==> src/rtl/dsp_add_v4_packer_pkg.sv <==
// Shared SIMD lane definitions for the four-lane 12-bit DSP adder family.
package dsp_simd_pkg;
  localparam int LANES  = 4;
  localparam int LANE_W = 12;

  typedef logic [LANES-1:0] lane_mask_t;
  typedef logic [1:0]       lane_idx_t;

  // Bit offsets of each lane inside a flat 48-bit operand word.
  localparam int unsigned LANE_OFS [LANES] = '{0, 12, 24, 36};

  function automatic lane_mask_t lane_onehot(input lane_idx_t idx);
    lane_mask_t m;
    m      = '0;
    m[idx] = 1'b1;
    return m;
  endfunction
endpackage

==> src/rtl/dsp_add_v4_packer_if.sv <==
// Scalar-in / vector-out handshake bundle for the SIMD adder feeder.
interface dsp_add_v4_packer_if #(parameter int width = 12);
  logic             in_valid;
  logic             in_ready;
  logic [width-1:0] in_a;
  logic [width-1:0] in_b;
  logic             in_last;
  logic             out_valid;
  logic             out_ready;
  logic [width-1:0] a0, a1, a2, a3;
  logic [width-1:0] b0, b1, b2, b3;
  logic [3:0]       out_mask;
  logic             out_last;

  modport slave (
    input  in_valid, in_a, in_b, in_last, out_ready,
    output in_ready, out_valid, a0, a1, a2, a3, b0, b1, b2, b3, out_mask, out_last
  );
  modport master (
    output in_valid, in_a, in_b, in_last, out_ready,
    input  in_ready, out_valid, a0, a1, a2, a3, b0, b1, b2, b3, out_mask, out_last
  );
endinterface

==> src/rtl/dsp_add_v4_packer_bank.sv <==
// Four-lane a/b register bank with per-lane write enable, lane mask and clear.
module simd_lane_bank
  import dsp_simd_pkg::*;
#(
  parameter int W = LANE_W
) (
  input  logic                    clock,
  input  logic                    reset,
  input  logic                    clr,
  input  lane_mask_t              we,
  input  lane_mask_t              d_mask,
  input  logic [LANES-1:0][W-1:0] d_a,
  input  logic [LANES-1:0][W-1:0] d_b,
  output logic [LANES-1:0][W-1:0] q_a,
  output logic [LANES-1:0][W-1:0] q_b,
  output lane_mask_t              q_mask
);
  // A lane write wins over clear so a lane can be refilled while the rest empty.
  always_ff @(posedge clock) begin
    for (int i = 0; i < LANES; i++) begin
      if (reset) begin
        q_a[i]    <= '0;
        q_b[i]    <= '0;
        q_mask[i] <= 1'b0;
      end else if (we[i]) begin
        q_a[i]    <= d_a[i];
        q_b[i]    <= d_b[i];
        q_mask[i] <= d_mask[i];
      end else if (clr) begin
        q_a[i]    <= '0;
        q_b[i]    <= '0;
        q_mask[i] <= 1'b0;
      end
    end
  end
endmodule

==> src/rtl/dsp_add_v4_packer.sv <==
// Packs a scalar (a,b) operand stream into 4-lane vectors with a lane-valid mask.
module dsp_add_v4_packer
  import dsp_simd_pkg::*;
#(
  parameter int width = LANE_W
) (
  input logic                 clock,
  input logic                 reset,
  dsp_add_v4_packer_if.slave  bus
);
  if (width < 1 || width > LANE_W) begin : g_bad_width
    $error("dsp_add_v4_packer: width must be in 1..12");
  end

  typedef logic [LANES-1:0][width-1:0] vec_t;

  lane_idx_t  cnt;
  logic       asm_full, asm_last, out_valid, out_last;
  logic       acc, complete, free, load_direct, transfer, out_load;
  lane_mask_t sel, vec_m, asm_m, o_m;
  vec_t       rep_a, rep_b, vec_a, vec_b, asm_a, asm_b, o_a, o_b;

  assign bus.in_ready = !asm_full && !reset;
  assign acc          = bus.in_valid && bus.in_ready;
  assign complete     = acc && (cnt == 2'd3 || bus.in_last);
  assign free         = !out_valid || bus.out_ready;
  assign load_direct  = complete && free;
  assign transfer     = asm_full && free;
  assign out_load     = load_direct || transfer;
  assign sel          = acc ? lane_onehot(cnt) : '0;
  assign vec_m        = asm_m | sel;

  // The vector seen by the output bank: held lanes plus the lane being accepted.
  always_comb begin
    rep_a = '0;
    rep_b = '0;
    vec_a = '0;
    vec_b = '0;
    for (int i = 0; i < LANES; i++) begin
      rep_a[i] = bus.in_a;
      rep_b[i] = bus.in_b;
      if (vec_m[i]) begin
        vec_a[i] = sel[i] ? bus.in_a : asm_a[i];
        vec_b[i] = sel[i] ? bus.in_b : asm_b[i];
      end
    end
  end

  simd_lane_bank #(.W(width)) u_asm (
    .clock (clock), .reset (reset), .clr (out_load),
    .we    (sel & {LANES{!load_direct}}), .d_mask ('1),
    .d_a   (rep_a), .d_b (rep_b),
    .q_a   (asm_a), .q_b (asm_b), .q_mask (asm_m)
  );

  simd_lane_bank #(.W(width)) u_out (
    .clock (clock), .reset (reset), .clr (1'b0),
    .we    ({LANES{out_load}}), .d_mask (vec_m),
    .d_a   (vec_a), .d_b (vec_b),
    .q_a   (o_a), .q_b (o_b), .q_mask (o_m)
  );

  always_ff @(posedge clock) begin
    if (reset) begin
      cnt       <= '0;
      asm_full  <= 1'b0;
      asm_last  <= 1'b0;
      out_valid <= 1'b0;
      out_last  <= 1'b0;
    end else begin
      if (acc) cnt <= complete ? 2'd0 : cnt + 2'd1;
      if (complete && !free) begin
        asm_full <= 1'b1;
        asm_last <= bus.in_last;
      end else if (transfer) begin
        asm_full <= 1'b0;
        asm_last <= 1'b0;
      end
      if (out_load) begin
        out_valid <= 1'b1;
        out_last  <= transfer ? asm_last : bus.in_last;
      end else if (bus.out_ready) begin
        out_valid <= 1'b0;
      end
    end
  end

  assign bus.out_valid = out_valid;
  assign bus.out_last  = out_last;
  assign bus.out_mask  = o_m;
  assign bus.a0 = o_a[0];
  assign bus.a1 = o_a[1];
  assign bus.a2 = o_a[2];
  assign bus.a3 = o_a[3];
  assign bus.b0 = o_b[0];
  assign bus.b1 = o_b[1];
  assign bus.b2 = o_b[2];
  assign bus.b3 = o_b[3];
endmodule

==> src/flat_wrapper.sv <==
// flat-port wrapper written by rule: the top's interface ports become plain ports
module dsp_add_v4_packer_flat import dsp_simd_pkg::*;
#(
  parameter int width = LANE_W
)
  (clock, reset, bus_in_valid, bus_in_a, bus_in_b, bus_in_last, bus_out_ready, bus_in_ready, bus_out_valid, bus_a0, bus_a1, bus_a2, bus_a3, bus_b0, bus_b1, bus_b2, bus_b3, bus_out_mask, bus_out_last);
  dsp_add_v4_packer_if #(.width(width)) bus_i ();
  input logic clock;
  input logic reset;
  input wire logic [$bits(bus_i.in_valid)-1:0] bus_in_valid;
  input wire logic [$bits(bus_i.in_a)-1:0] bus_in_a;
  input wire logic [$bits(bus_i.in_b)-1:0] bus_in_b;
  input wire logic [$bits(bus_i.in_last)-1:0] bus_in_last;
  input wire logic [$bits(bus_i.out_ready)-1:0] bus_out_ready;
  output wire logic [$bits(bus_i.in_ready)-1:0] bus_in_ready;
  output wire logic [$bits(bus_i.out_valid)-1:0] bus_out_valid;
  output wire logic [$bits(bus_i.a0)-1:0] bus_a0;
  output wire logic [$bits(bus_i.a1)-1:0] bus_a1;
  output wire logic [$bits(bus_i.a2)-1:0] bus_a2;
  output wire logic [$bits(bus_i.a3)-1:0] bus_a3;
  output wire logic [$bits(bus_i.b0)-1:0] bus_b0;
  output wire logic [$bits(bus_i.b1)-1:0] bus_b1;
  output wire logic [$bits(bus_i.b2)-1:0] bus_b2;
  output wire logic [$bits(bus_i.b3)-1:0] bus_b3;
  output wire logic [$bits(bus_i.out_mask)-1:0] bus_out_mask;
  output wire logic [$bits(bus_i.out_last)-1:0] bus_out_last;
  assign bus_i.in_valid = bus_in_valid;
  assign bus_i.in_a = bus_in_a;
  assign bus_i.in_b = bus_in_b;
  assign bus_i.in_last = bus_in_last;
  assign bus_i.out_ready = bus_out_ready;
  assign bus_in_ready = bus_i.in_ready;
  assign bus_out_valid = bus_i.out_valid;
  assign bus_a0 = bus_i.a0;
  assign bus_a1 = bus_i.a1;
  assign bus_a2 = bus_i.a2;
  assign bus_a3 = bus_i.a3;
  assign bus_b0 = bus_i.b0;
  assign bus_b1 = bus_i.b1;
  assign bus_b2 = bus_i.b2;
  assign bus_b3 = bus_i.b3;
  assign bus_out_mask = bus_i.out_mask;
  assign bus_out_last = bus_i.out_last;
  dsp_add_v4_packer #(.width(width)) u_core (.clock(clock), .reset(reset), .bus(bus_i));
endmodule
==> config.mk <==
export PLATFORM = sky130hd
export DESIGN_NAME = dsp_add_v4_packer_flat
export DESIGN_NICKNAME = d
export VERILOG_FILES = /design/src/rtl/dsp_add_v4_packer_pkg.sv /design/src/rtl/dsp_add_v4_packer_if.sv /design/src/rtl/dsp_add_v4_packer_bank.sv /design/src/rtl/dsp_add_v4_packer.sv /design/src/flat_wrapper.sv
export SDC_FILE = /design/constraint.sdc
export NUM_CORES = 1
export LEC_CHECK = 0
export BUFFER_PORTS_ARGS = -buffer_cell sky130_fd_sc_hd__buf_4
export CAP_MARGIN = 20
export CORE_MARGIN = 3
export CORE_UTILIZATION = 40
export DETAILED_ROUTE_END_ITERATION = 6
export PLACE_DENSITY_LB_ADDON = 0.1
export SYNTH_ARGS = -nofsm -noshare
export SYNTH_HDL_FRONTEND = slang
export SYNTH_HIERARCHICAL = 1
export SYNTH_SLANG_ARGS = --single-unit
==> constraint.sdc <==
create_clock -name clock -period 4.29 [get_ports clock]
set_input_delay 0.858 -clock clock [delete_from_list [all_inputs] [get_ports clock]]
set_output_delay 0.858 -clock clock [all_outputs]
set_load 0.03 [all_outputs]
Word-level counts from Yosys, hierarchy flattened
Index checks and enable logic that the tools add are counted.
- register bits after elaboration: 206
- latch bits: 0
- memory bits (writable): 0
- bits in read-only memories: 0
- bits of input ports: 29
- output and inout bits: 103
- memories: 0
- $add $sub $neg: 1
- multiply operators: 0
- divide/modulo/power cells: 0
- order comparisons: 2
- eq/ne operators: 1
- shift-type cells: 0
- muxes and demuxes: 40
- bitwise logic cells: 2
- reduce and logical (&&, ||, !) cells: 21
- operators with widths (cell ; count):
    $mux W12 ; 25
    $mux W1 ; 12
    $reduce_bool A2 Y1 ; 6
    $logic_and A1 B1 Y1 ; 7
    $logic_not A1 Y1 ; 5
    $and A4 B4 Y4 ; 1
    $mux W4 ; 1
    $or A4 B4 Y4 ; 1
    $logic_or A1 B1 Y1 ; 3
    $lt A2 B3 Y1 const B ; 1
    $add A2 B1 Y2 const B ; 1
    $demux W1 S2 ; 1
    $eq A2 B2 Y1 const B ; 1
    $ge A2 B1 Y1 const B ; 1
    $mux W2 ; 1

Longest topological paths before layout
Gate-level depths: netlist of the first run.
- depth after elaboration: 8
- depth in mapped cells: 9

Cells and area by module
Netlist of the first run, hierarchy kept.
- by module, submodules not included (module ; instances ; cells each ; area each (sq um) ; seq. area each (sq um)):
    simd_lane_bank ; 2 ; 446 ; 3916.3 ; 2001.9
    dsp_add_v4_packer ; 1 ; 376 ; 1834.3 ; 120.1

Worst setup path after synthesis of the first run
OpenSTA, ideal clock, no wires.
- path kind: input to register
- start point: in reset
- end point: reg u_core/u_asm/q_a[18] (netlist bit)
- arrival time: 2.234 ns
- slack: 1.964 ns
- stages: 7
- buffers on the path: 3
- cell sequence: and4bb_2 > clkbuf_1 > nor2b_1 > clkbuf_1 > clkbuf_1 > nand2_1 > o32ai_1
- word-level cells in the longest chain between the ends: 8
- elaborated cells on any way between the ends: 11
- those cells by class: mux (2); bitwise (1); reduce/logical (8)
- ends and longest elaborated chain (item ; line ; text):
    from (decl) ; flat_wrapper.sv:9 ; input logic reset;
    $logic_not A1 Y1 ; dsp_add_v4_packer.sv:23 ; assign bus.in_ready = !asm_full && !reset;
    $logic_and A1 B1 Y1 ; dsp_add_v4_packer.sv:23 ;
    $logic_and A1 B1 Y1 ; dsp_add_v4_packer.sv:24 ; assign acc = bus.in_valid && bus.in_ready;
    $logic_and A1 B1 Y1 ; dsp_add_v4_packer.sv:25 ; assign complete = acc && (cnt == 2'd3 || bus.in_last);
    $logic_and A1 B1 Y1 ; dsp_add_v4_packer.sv:27 ; assign load_direct = complete && free;
    $logic_not A1 Y1 ; dsp_add_v4_packer.sv:51 ; .we (sel & {LANES{!load_direct}}), .d_mask ('1),
    $and A4 B4 Y4 ; dsp_add_v4_packer.sv:51 ;
    $mux W12 or $reduce_bool A2 Y1 (tied branches) ; - ;
    to (signal, indexed assignment) ; dsp_add_v4_packer_bank.sv:26 ; q_a[i] <= d_a[i];
    to (decl) ; dsp_add_v4_packer_bank.sv:14 ; output logic [LANES-1:0][W-1:0] q_a,
Several ways; a longest one is shown, not always the timed one.
A chain may end at the register's enable or synchronous reset.

Final worst setup path of the first run
- start point: in reset
- end point: out bus_in_ready
- word-level cells in the longest chain between the ends: 2
- ends and longest elaborated chain (item ; line ; text):
    $logic_not A1 Y1 ; dsp_add_v4_packer.sv:23 ;
    $logic_and A1 B1 Y1 ; dsp_add_v4_packer.sv:23 ;
    to (decl) ; flat_wrapper.sv:15 ; output wire logic [$bits(bus_i.in_ready)-1:0] bus_in_ready;
No other way between the ends.

==> results of run 1 <==
==> worst max-delay path, stage by stage <==
cell	delay [ns]
buf_6	0.51
buf_4	0.58
nor2_1	0.08
buf_4	0.19
==> metrics by stage <==
| stage | std cells | setup slack, ns | hold WS (ns) | area [µm²] |
|---|---|---|---|---|
| after floorplan | 1272 | 1.96 | 0.452 | 9680 |
| after global placement | 1610 | 1.09 | 0.463 | 10700 |
| after detailed placement | 1610 | 1.06 | 0.467 | 10700 |
| after CTS | 1654 | 1.17 | 0.476 | 11500 |
| after global routing | 1655 | 1.08 | 0.485 | 11600 |
| final | 1655 | 1.18 | 0.474 | 11600 |
==> layer usage <==
layer / track usage / wire, µm / vias up
li1: - / - / 4375
met3: 0.0277 / 1540 / 28
met4: 0.0458 / 386 / 0
met1: 0.288 / 12800 / 3865
met5: 0 / 0 / -
met2: 0.294 / 11400 / 238
==> cells in the mapped netlist <==
master	instances	area, µm²
nor3b_1	4	30.0
o32ai_2	20	325
buf_6	8	90.1
inv_1	201	754
buf_1	12	45.0
a211oi_1	1	7.51
o21a_1	1	7.51
or3_1	1	6.26
nand2_1	394	1480
dfxtp_1	206	4120
o32ai_1	178	1560
nor3_1	2	10.0
o41a_1	1	11.3
conb_1	2	7.51
nor2b_1	4	25.0
o21ai_0	96	480
nand2b_1	1	6.26
or3b_2	2	17.5
and3_1	1	6.26
a2111oi_2	1	15.0
nand2b_4	1	13.8
buf_2	33	165
clkbuf_1	72	270
a311o_1	1	10.0
ha_1	4	50.1
and4bb_2	3	37.5
or2_1	2	12.5
a21oi_1	6	30.0
nand4b_1	1	8.76
and4bb_1	1	12.5
and4b_1	1	10.0
nor2_1	2	7.51
or2_2	5	31.3
==> cells by family after synthesis <==
group	Yosys count	synth area share
AOI/OAI and AO/OA	305	0.253
adders and majority gates	4	0.00518
DFF	206	0.427
other	2	0.000777
and+or+nand+nor	425	0.177
buffers and inverters	326	0.137
==> state kept, by name (all words and copies together) (netlist names) <==
register,cells
u_core/cnt,2
u_core/asm_last,1
u_core/asm_full,1
u_core/bus.out_valid,1
u_core/bus.out_last,1
u_core/u_out/q_b,48
u_core/u_asm/q_a,48
u_core/u_asm/q_b,48
u_core/u_out/q_a,48
u_core/u_asm/q_mask,4
u_core/u_out/q_mask,4
==> power by group through the flow <==
| stage | Clock, mW | Sequential [mW] | Combinational [mW] |
|---|---|---|---|
| 5_1_grt | 2.40 | 1.95 | 0.307 |
| 3_3_place_gp | 0 | 1.99 | 0.280 |
| 6_report | 2.27 | 1.95 | 0.281 |
| 2_1_floorplan | 0 | 1.99 | 0.175 |
| 4_1_cts | 2.32 | 1.95 | 0.282 |
| 3_5_place_dp | 0 | 1.99 | 0.281 |
==> final timing paths <==
check        cells past startpoint                    to                 start  slack [ns]
max                              4          bus_in_ready                 reset        1.18
min                              2  u_core/u_asm/q_b[47]  u_core/u_asm/q_b[47]        0.47
max reg2reg                      6  u_core/u_asm/q_b[43]         u_core/cnt[0]        1.73
min reg2reg                      2  u_core/u_asm/q_b[47]  u_core/u_asm/q_b[47]        0.47
==> area by class of cell <==
| class | count | area [µm²] |
|---|---|---|
| inverter | 201 | 754 |
| multi-input combinational | 740 | 4280 |
| fill | 2342 | 12000 |
| clock buffer | 36 | 727 |
| sequential | 206 | 4120 |
| timing repair buffer | 145 | 1120 |
| tap | 319 | 399 |
| clock inverter | 8 | 165 |
==> metrics.md, run 1 <==
| Metric | Value |
|---|---|
| Outcome | finished clean |
| Final period util | 0.726 |
| Largest net degree at the start of global routing | 152 |
| Total CTS buffers | 24 |
| FMAX | 0.321 GHz |
| Initial Util | 0.409 |
| Sw frac | 0.228 |
| CTS tree | done |
| Remaining DRCs | 0 |
| RSZ-0062 raised after global routing | false |
| Sequential fraction of the synthesis area | 0.427 |
| GRT Total Usage | 0.193 |
| Final wirelength | 26100 µm |
| Slew @ Worst Pin | 1.01 ns |
| Core Footprint | 0.0236 mm² |
| Worst vdd ir | 0.000203 V |
| GPL Wtd Cong | 0.754 |
| Buffers on Ports | 131 |
| Core Util, Final | 0.490 |
| WP data required | 3.43 ns |
| Antenna cells | 0 |
| Detailed-route via count | 8506 |
| Yosys warns | 6 |
| Post-cts repair resize count | 0 |
| IO Pins | 132 |
| First-pass GRT wire length | 41500 µm |
| Final Hold Viols | 0 |
| Max Slew Vio Count | 0 |
| Mapped Area | 0.00967 mm² |
| Layout cells sized above 1 | 0.168 |
| P_sw | 1.02 mW |
| Number of library cell types mapped by synthesis | 33 |
| P_int | 3.47 mW |
| Number of global-route vias before repair | 7469 |
| Power Dens Cells | 389 mW/mm² |
| Critical Path Start Type | input port |
| Layout area overhead | 19.7% |
| Most frequent cells in the layout | 394 x nand2_1, 206 x dfxtp_1, 201 x inv_1 |
| Hold Crit Class | reg2reg |
| Worst-Skew Late Latency | 0.51 ns |
| P_leak | 3.71 nW |
| Post-Synthesis Cells | 1268 |
| Seq pwr share | 0.433 |
| Clock power share | 0.504 |
| Seq cells post-synth | 206 |
| Worst-path clk slew | 0.06 ns |
| Total grt overflow | 0 |
| Die Y-Extent | 161 µm |
| Initial antenna violation count | 0 |
| Hold Buf Count CTS | 0 |
| Antenna-violating nets left | 0 |
| CP Data Arrival Time | 2.25 ns |
| Pre-antenna DRT Iters | 5 |
| Routed WL per cell | 15.8 µm |
| Max Cap Viol | 0 |
| Clock sink total | 206 |
| Crit end category | output port |
| Most common cell after layout, fill and taps aside | nand2_1 |
| CTS root buf | clkbuf_16 |
| Site Rows | 56 |
| Die ar. | 0.0261 mm² |
| Post-CTS Setup Inserts | 0 |
| Post-route minimum period | 3.11 ns |
| Detail Placement HPWL | 15300 µm |
| CP Class | in2out |
| Worst clock skew | 0.0114 ns |
| Total power | 4.50 mW |
| Critical path fanouts, max | 87 |
| Die W | 161 µm |
| Max transition margin | 0.323 |
| Setup violators final | 0 |
| Routed vias/inst | 5.14 |
| Initial drt markers | 586 |
| Nets | 1351 |
| Comb power frac | 0.062 |
| Avg Inst Size Synth | 7.62 µm² |
| Clock buffer depth | 3 |
| Setup Total Neg Slack | 0 ns |
| H-tree levels | 1 |
Note: power is estimated with default switching activity, not from simulation.
==> inputs of run 2 (changes only) <==
- clock period: 4.29 -> 2.6 ns (I/O delays scaled with it)
==> run 2 against run 1 <==
Power increased by 58%. Sequential power increased by 65%. Clock skew decreased by 0.0046 ns. Sequential share of layout area decreased by 0.40 points. Register-to-register slack got worse by 1.3 ns. Flip-flop and latch count unchanged. Non-clock buffer count increased by 11. Critical path depth increased by 3. Clock power increased by 49%. Via count decreased by 1.4%. Worst setup slack got worse by 0.72 ns. Critical path type is now reg2reg. Largest power group unchanged.
==> metrics.md, run 2 (synthesis results as in run 1) <==
| Metric | Value |
|---|---|
| Max Cap Viol | 0 |
| Die ar. | 0.0261 mm² |
| CP Data Arrival Time | 2.55 ns |
| Worst-path clk slew | 0.05 ns |
| Die W | 161 µm |
| Pre-antenna DRT Iters | 5 |
| Post-CTS Setup Inserts | 0 |
| Detail Placement HPWL | 15900 µm |
| Fin worst setup slack | 0.460 ns |
| Routed vias/inst | 5.04 |
| Initial Util | 0.409 |
| Antenna-violating nets left | 0 |
| Initial drt markers | 681 |
| Largest net degree at the start of global routing | 77 |
| Total CTS buffers | 25 |
| Outcome | finished clean |
| Buffers on Ports | 131 |
| Layout cells sized above 1 | 0.173 |
| WP data required | 3.01 ns |
| Post-route minimum period | 2.14 ns |
| Hold WS | 0.323 ns |
| Clock buffer depth | 3 |
| GRT Total Usage | 0.194 |
| CP Class | reg2reg |
| Site Rows | 56 |
| Worst vdd ir | 0.000366 V |
| Setup violators final | 0 |
| Placed insts | 1622 |
| Number of global-route vias before repair | 7506 |
| First-pass GRT wire length | 42000 µm |
| CTS root buf | clkbuf_16 |
| Total power | 7.09 mW |
| Max Slew Vio Count | 0 |
| Total grt overflow | 0 |
| Nets | 1363 |
| Detailed-route via count | 8388 |
| H-tree levels | 1 |
| Antenna cells | 0 |
| Most common cell after layout, fill and taps aside | nand2_1 |
| Die Y-Extent | 161 µm |
| Setup Total Neg Slack | 0 ns |
| Placed cell area | 0.0109 mm² |
| Max transition margin | 0.356 |
| CTS tree | done |
| FMAX | 0.467 GHz |
| Core Footprint | 0.0236 mm² |
| Hold Crit Class | in2reg |
| P_leak | 3.76 nW |
| Final period util | 0.823 |
| GPL Wtd Cong | 0.747 |
| Clock sink total | 206 |
| Hold Buf Count CTS | 0 |
| Final wirelength | 26200 µm |
| Worst-Skew Late Latency | 0.51 ns |
| IO Pins | 132 |
| Routed WL per cell | 15.7 µm |
| Critical Path Start Type | register |
| RSZ-0062 raised after global routing | false |
| Remaining DRCs | 0 |
| Final Hold Viols | 0 |
| Core Util, Final | 0.496 |
| Layout area overhead | 21.1% |
| Critical path fanouts, max | 46 |
| Crit end category | register |
| Power Dens Cells | 606 mW/mm² |
| Final cell count without fillers | 1663 |
| Slew @ Worst Pin | 0.964 ns |
| Post-cts repair resize count | 0 |
| Design area | 0.0117 mm² |
| Placement Setup Slack | 0.424 ns |
| Initial antenna violation count | 0 |
| Most frequent cells in the layout | 394 x nand2_1, 206 x dfxtp_1, 201 x inv_1 |
| # fillers | 2365 |
| Worst clock skew | 0.00676 ns |
## run 2: changes by cell type in the layout (fill, tap and decap cells not counted)
cell	previous run	this run
buf_12	1	14
bufinv_16	5	1
buf_4	142	141
clkbuf_1	5	4
buf_16	1	0
clkinv_2	3	2
clkbuf_8	6	8
clkinv_4	0	1
## run 2: layer usage
metal / vias up / track usage / wire length [µm]
met3: 31 / 0.0277 / 1320
li1: 4381 / - / -
met1: 3785 / 0.288 / 12900
met4: 0 / 0.0461 / 475
met5: - / 0 / 0
met2: 191 / 0.298 / 11500
## run 2: worst paths after layout
| check | startpoint | endpoint | slack [ns] | depth (start not counted) |
|---|---|---|---|---|
| worst max-delay path | u_core/cnt[0] | u_core/u_asm/q_b[3] | 0.46 | 7 |
| worst max register to register | u_core/cnt[0] | u_core/u_asm/q_b[3] | 0.46 | 7 |
| worst min-delay path | reset | u_core/u_asm/q_a[35] | 0.32 | 2 |
| worst min register to register | u_core/u_asm/q_b[1] | u_core/u_asm/q_b[1] | 0.48 | 2 |
## run 2: final cells by class
class / count / area (µm²) / area share
Tap cell: 319 / 399 / 0.0341
Multi-Input combinational cell: 740 / 4280 / 0.365
Inverter: 201 / 754 / 0.0645
Clock inverter: 4 / 48.8 / 0.00417
Timing Repair Buffer: 156 / 1350 / 0.115
Sequential cell: 206 / 4120 / 0.352
Clock buffer: 37 / 751 / 0.0642
## run 2: critical path, cell delays in order (launching register included)
cell	delay (ns)
dfxtp_1	0.35
ha_1	0.24
or2_2	0.34
and3_1	0.28
nor2b_4	0.18
buf_4	0.41
nand2_1	0.10
o32ai_1	0.13
## run 2: power breakdown
group / leakage (nW) / switching (mW) / internal, mW
Combinational: 1.71 / 0.351 / 0.149
Sequential: 1.66 / 0.0218 / 3.19
Clock: 0.396 / 1.31 / 2.07
==> inputs of run 3 (changes only) <==
- ABC_AREA: not set -> 1
- clock period: 2.6 -> 1.7 ns (I/O delays scaled with it)
==> run 3 against run 2 <==
The flow now finishes with violations (negative setup slack). Worst hold slack got worse by 0.16 ns. Area after synthesis is 6.6% lower. Critical endpoint is now u_core/u_asm/q_a[8]. Worst setup slack got worse by 0.56 ns. Largest cell class unchanged. Register-to-register slack worse by 0.56 ns. Largest power group unchanged.
==> metrics.md, run 3 <==
| Metric | Value |
|---|---|
| Slew @ Worst Pin | 1.08 ns |
| Max Slew Vio Count | 0 |
| Final wirelength | 25300 µm |
| Die W | 156 µm |
| Seq cells post-synth | 206 |
| Worst-path clk slew | 0.06 ns |
| Post-Synthesis Cells | 1253 |
| Largest net degree at the start of global routing | 127 |
| Largest cells by area after synthesis | dfxtp_1 46%, nand2_1 24%, a21oi_1 9.9% |
| CTS root buf | clkbuf_16 |
| Post-route minimum period | 1.80 ns |
| Critical-path top delay cell | dfxtp_2 |
| Routed vias/inst | 4.88 |
| Most common cell after layout, fill and taps aside | nand2_1 |
| Avg Inst Size Synth | 7.20 µm² |
| First-pass GRT wire length | 39000 µm |
| Core Util, Final | 0.537 |
| Most frequent cells in the layout | 549 x nand2_1, 204 x dfxtp_1, 171 x buf_4 |
| Critical Path Start Type | register |
| H-tree levels | 1 |
| P_leak | 4.42 nW |
| Antenna-violating nets left | 0 |
| P_int | 8.26 mW |
| CTS tree | done |
| Pre-antenna DRT Iters | 4 |
| Initial Util | 0.410 |
| Final period util | 1.06 |
| Worst-Skew Late Latency | 0.51 ns |
| Post-synth top cells | 575 x nand2_1, 206 x dfxtp_1, 179 x a21oi_1, 59 x o21ai_0, 36 x buf_2 |
| Power Dens Cells | 919 mW/mm² |
| Hold WS | 0.160 ns |
| Remaining DRCs | 0 |
| Sw frac | 0.240 |
| Number of library cell types mapped by synthesis | 30 |
| Total CTS buffers | 24 |
| # fillers | 2151 |
| Fin worst setup slack | -0.0951 ns |
| Top cell type's share of synthesized area | 0.457 |
| R2R setup slack | -0.1 ns |
| GRT Total Usage | 0.191 |
| Max Cap Viol | 0 |
| Clock sink total | 206 |
| Initial drt markers | 460 |
| CP Class | reg2reg |
| Seq pwr share | 0.453 |
| RSZ-0062 raised after global routing | true |
| Total grt overflow | 0 |
| Placement Setup Slack | -0.0399 ns |
| Setup violators final | 52 |
| Outcome | complete, but fails checks |
| FMAX | 0.557 GHz |
| Detailed-route via count | 8275 |
| Initial antenna violation count | 0 |
| Nets | 1431 |
| Core Footprint | 0.0220 mm² |
| Crit end category | register |
| Number of global-route vias before repair | 7440 |
| CP Data Arrival Time | 2.23 ns |
| P_sw | 2.60 mW |
| Final Hold Viols | 0 |
| Layout cells sized above 1 | 0.274 |
| WP data required | 2.13 ns |
| Setup Total Neg Slack | -2.56 ns |
| Failing checks | negative setup slack |
| Worst clock skew | 0.0118 ns |
| Ys async rst share | 0 |
| EDFF count, synth | 0 |
| Yosys warns | 6 |
| Comb power frac | 0.088 |
| GPL Wtd Cong | 0.867 |
| Post-synth top flop | dfxtp_1 |
| Detail Placement HPWL | 16300 µm |
| Crit-path cells | ha_4 > inv_2 > nand2_2 > nand4_1 > buf_4 > nand2_8 > buf_12 > nor2_4 > clkbuf_16 > nand2_1 > a21oi_1 |
| Slowest stage delay, CP | 0.33 ns |
| Clock power share | 0.459 |
| Sequential fraction of the synthesis area | 0.457 |
| Max transition margin | 0.282 |
| Clock buffer depth | 3 |
| Critical path fanouts, max | 12 |
| Most frequent cell after synthesis | nand2_1 |
| Site Rows | 54 |
| Layout area overhead | 31.0% |
| IO Pins | 132 |
| Buffers on Ports | 131 |
| Die ar. | 0.0244 mm² |
| Antenna cells | 0 |
| Worst vdd ir | 0.000530 V |
| Hold Crit Class | in2reg |
| Mapped Area | 0.00902 mm² |
| Synth area leader | dfxtp_1 |
| Die Y-Extent | 156 µm |
| Routed WL per cell | 14.9 µm |
run 3: cell count changes after synthesis, moves of 20 or more:
cell      before  now
inv_1        201   13
nand2_1      394  575
o21ai_0       96   59
a21oi_2        0   22
nand3_1        0   28
o32ai_2       20    0
o32ai_1      178    0
a21oi_1        6  179
clkbuf_1      72   23
nand2_2        0   26
run 3: path summary, 6_finish.rpt:
path	startpoint	endpoint	depth (start not counted)
hold reg to reg	u_core/u_asm/q_a[19]	u_core/u_asm/q_a[19]	2
setup / recovery	u_core/cnt[0]	u_core/u_asm/q_a[8]	11
setup reg to reg	u_core/cnt[0]	u_core/u_asm/q_a[8]	11
hold / removal	bus_in_a[5]	u_core/u_asm/q_a[41]	3
run 3: cells by family (layout without fill, tap and decap cells):
logic type | Yosys count | in the layout | synth area share
and+or+nand+nor | 654 | 654 | 0.298
AOI/OAI and AO/OA | 279 | 279 | 0.169
buffers and inverters | 108 | 264 | 0.0696
DFF | 206 | 206 | 0.457
other | 2 | 8 | 0.000832
adders and majority gates | 4 | 4 | 0.00555
run 3: repair_timing:
item	4_1_cts	5_1_grt
hold buffers	0	0
setup buffers	0	6
hold endpoints to repair	0	0
resized for setup	5	71
pin swaps	0	15
setup endpoints to repair	43	199
gates cloned	0	8
run 3: power groups by stage:
stage	sequential [mW]	clock, mW	combinational (mW)
2_1_floorplan	5.03	0	0.457
3_3_place_gp	5.01	0	0.824
3_5_place_dp	5.01	0	0.825
4_1_cts	4.91	5.12	0.829
5_1_grt	4.92	5.32	1.03
6_report	4.92	4.99	0.957
run 3: metal layers:
| metal | GRT usage | vias up | wire length, µm |
|---|---|---|---|
| met5 | 0 | - | 0 |
| met1 | 0.281 | 3798 | 12400 |
| li1 | - | 4291 | - |
| met2 | 0.305 | 159 | 11500 |
| met4 | 0.0350 | 0 | 356 |
| met3 | 0.0252 | 27 | 1080 |
run 3: critical path, delay by kind of cell, from the launching register on:
| family | cells | cell delay [ns] |
|---|---|---|
| DFF | 1 | 0.33 |
| adders and majority gates | 1 | 0.15 |
| and+or+nand+nor | 5 | 0.52 |
| buffers and inverters | 4 | 0.59 |
| AOI/OAI and AO/OA | 1 | 0.12 |
run 3: layout make-up:
type                    count  area (µm²)  area share
multi-input cells         945        4560       0.386
flip-flops and latches    206        4130       0.349
repair buffers            206        1950       0.165
clock buffers              38         754      0.0638
well taps                 280         350      0.0296
inverters                  15        63.8     0.00540
clock inverters             5        25.0     0.00212
run 3: per-stage QoR:
step	instance area, µm²	std cells	power [mW]
6_report	11800	1695	10.9
3_5_place_dp	10600	1638	5.84
5_1_grt	11800	1695	11.3
4_1_cts	11400	1681	10.9
3_3_place_gp	10600	1638	5.84
2_1_floorplan	9070	1259	5.48
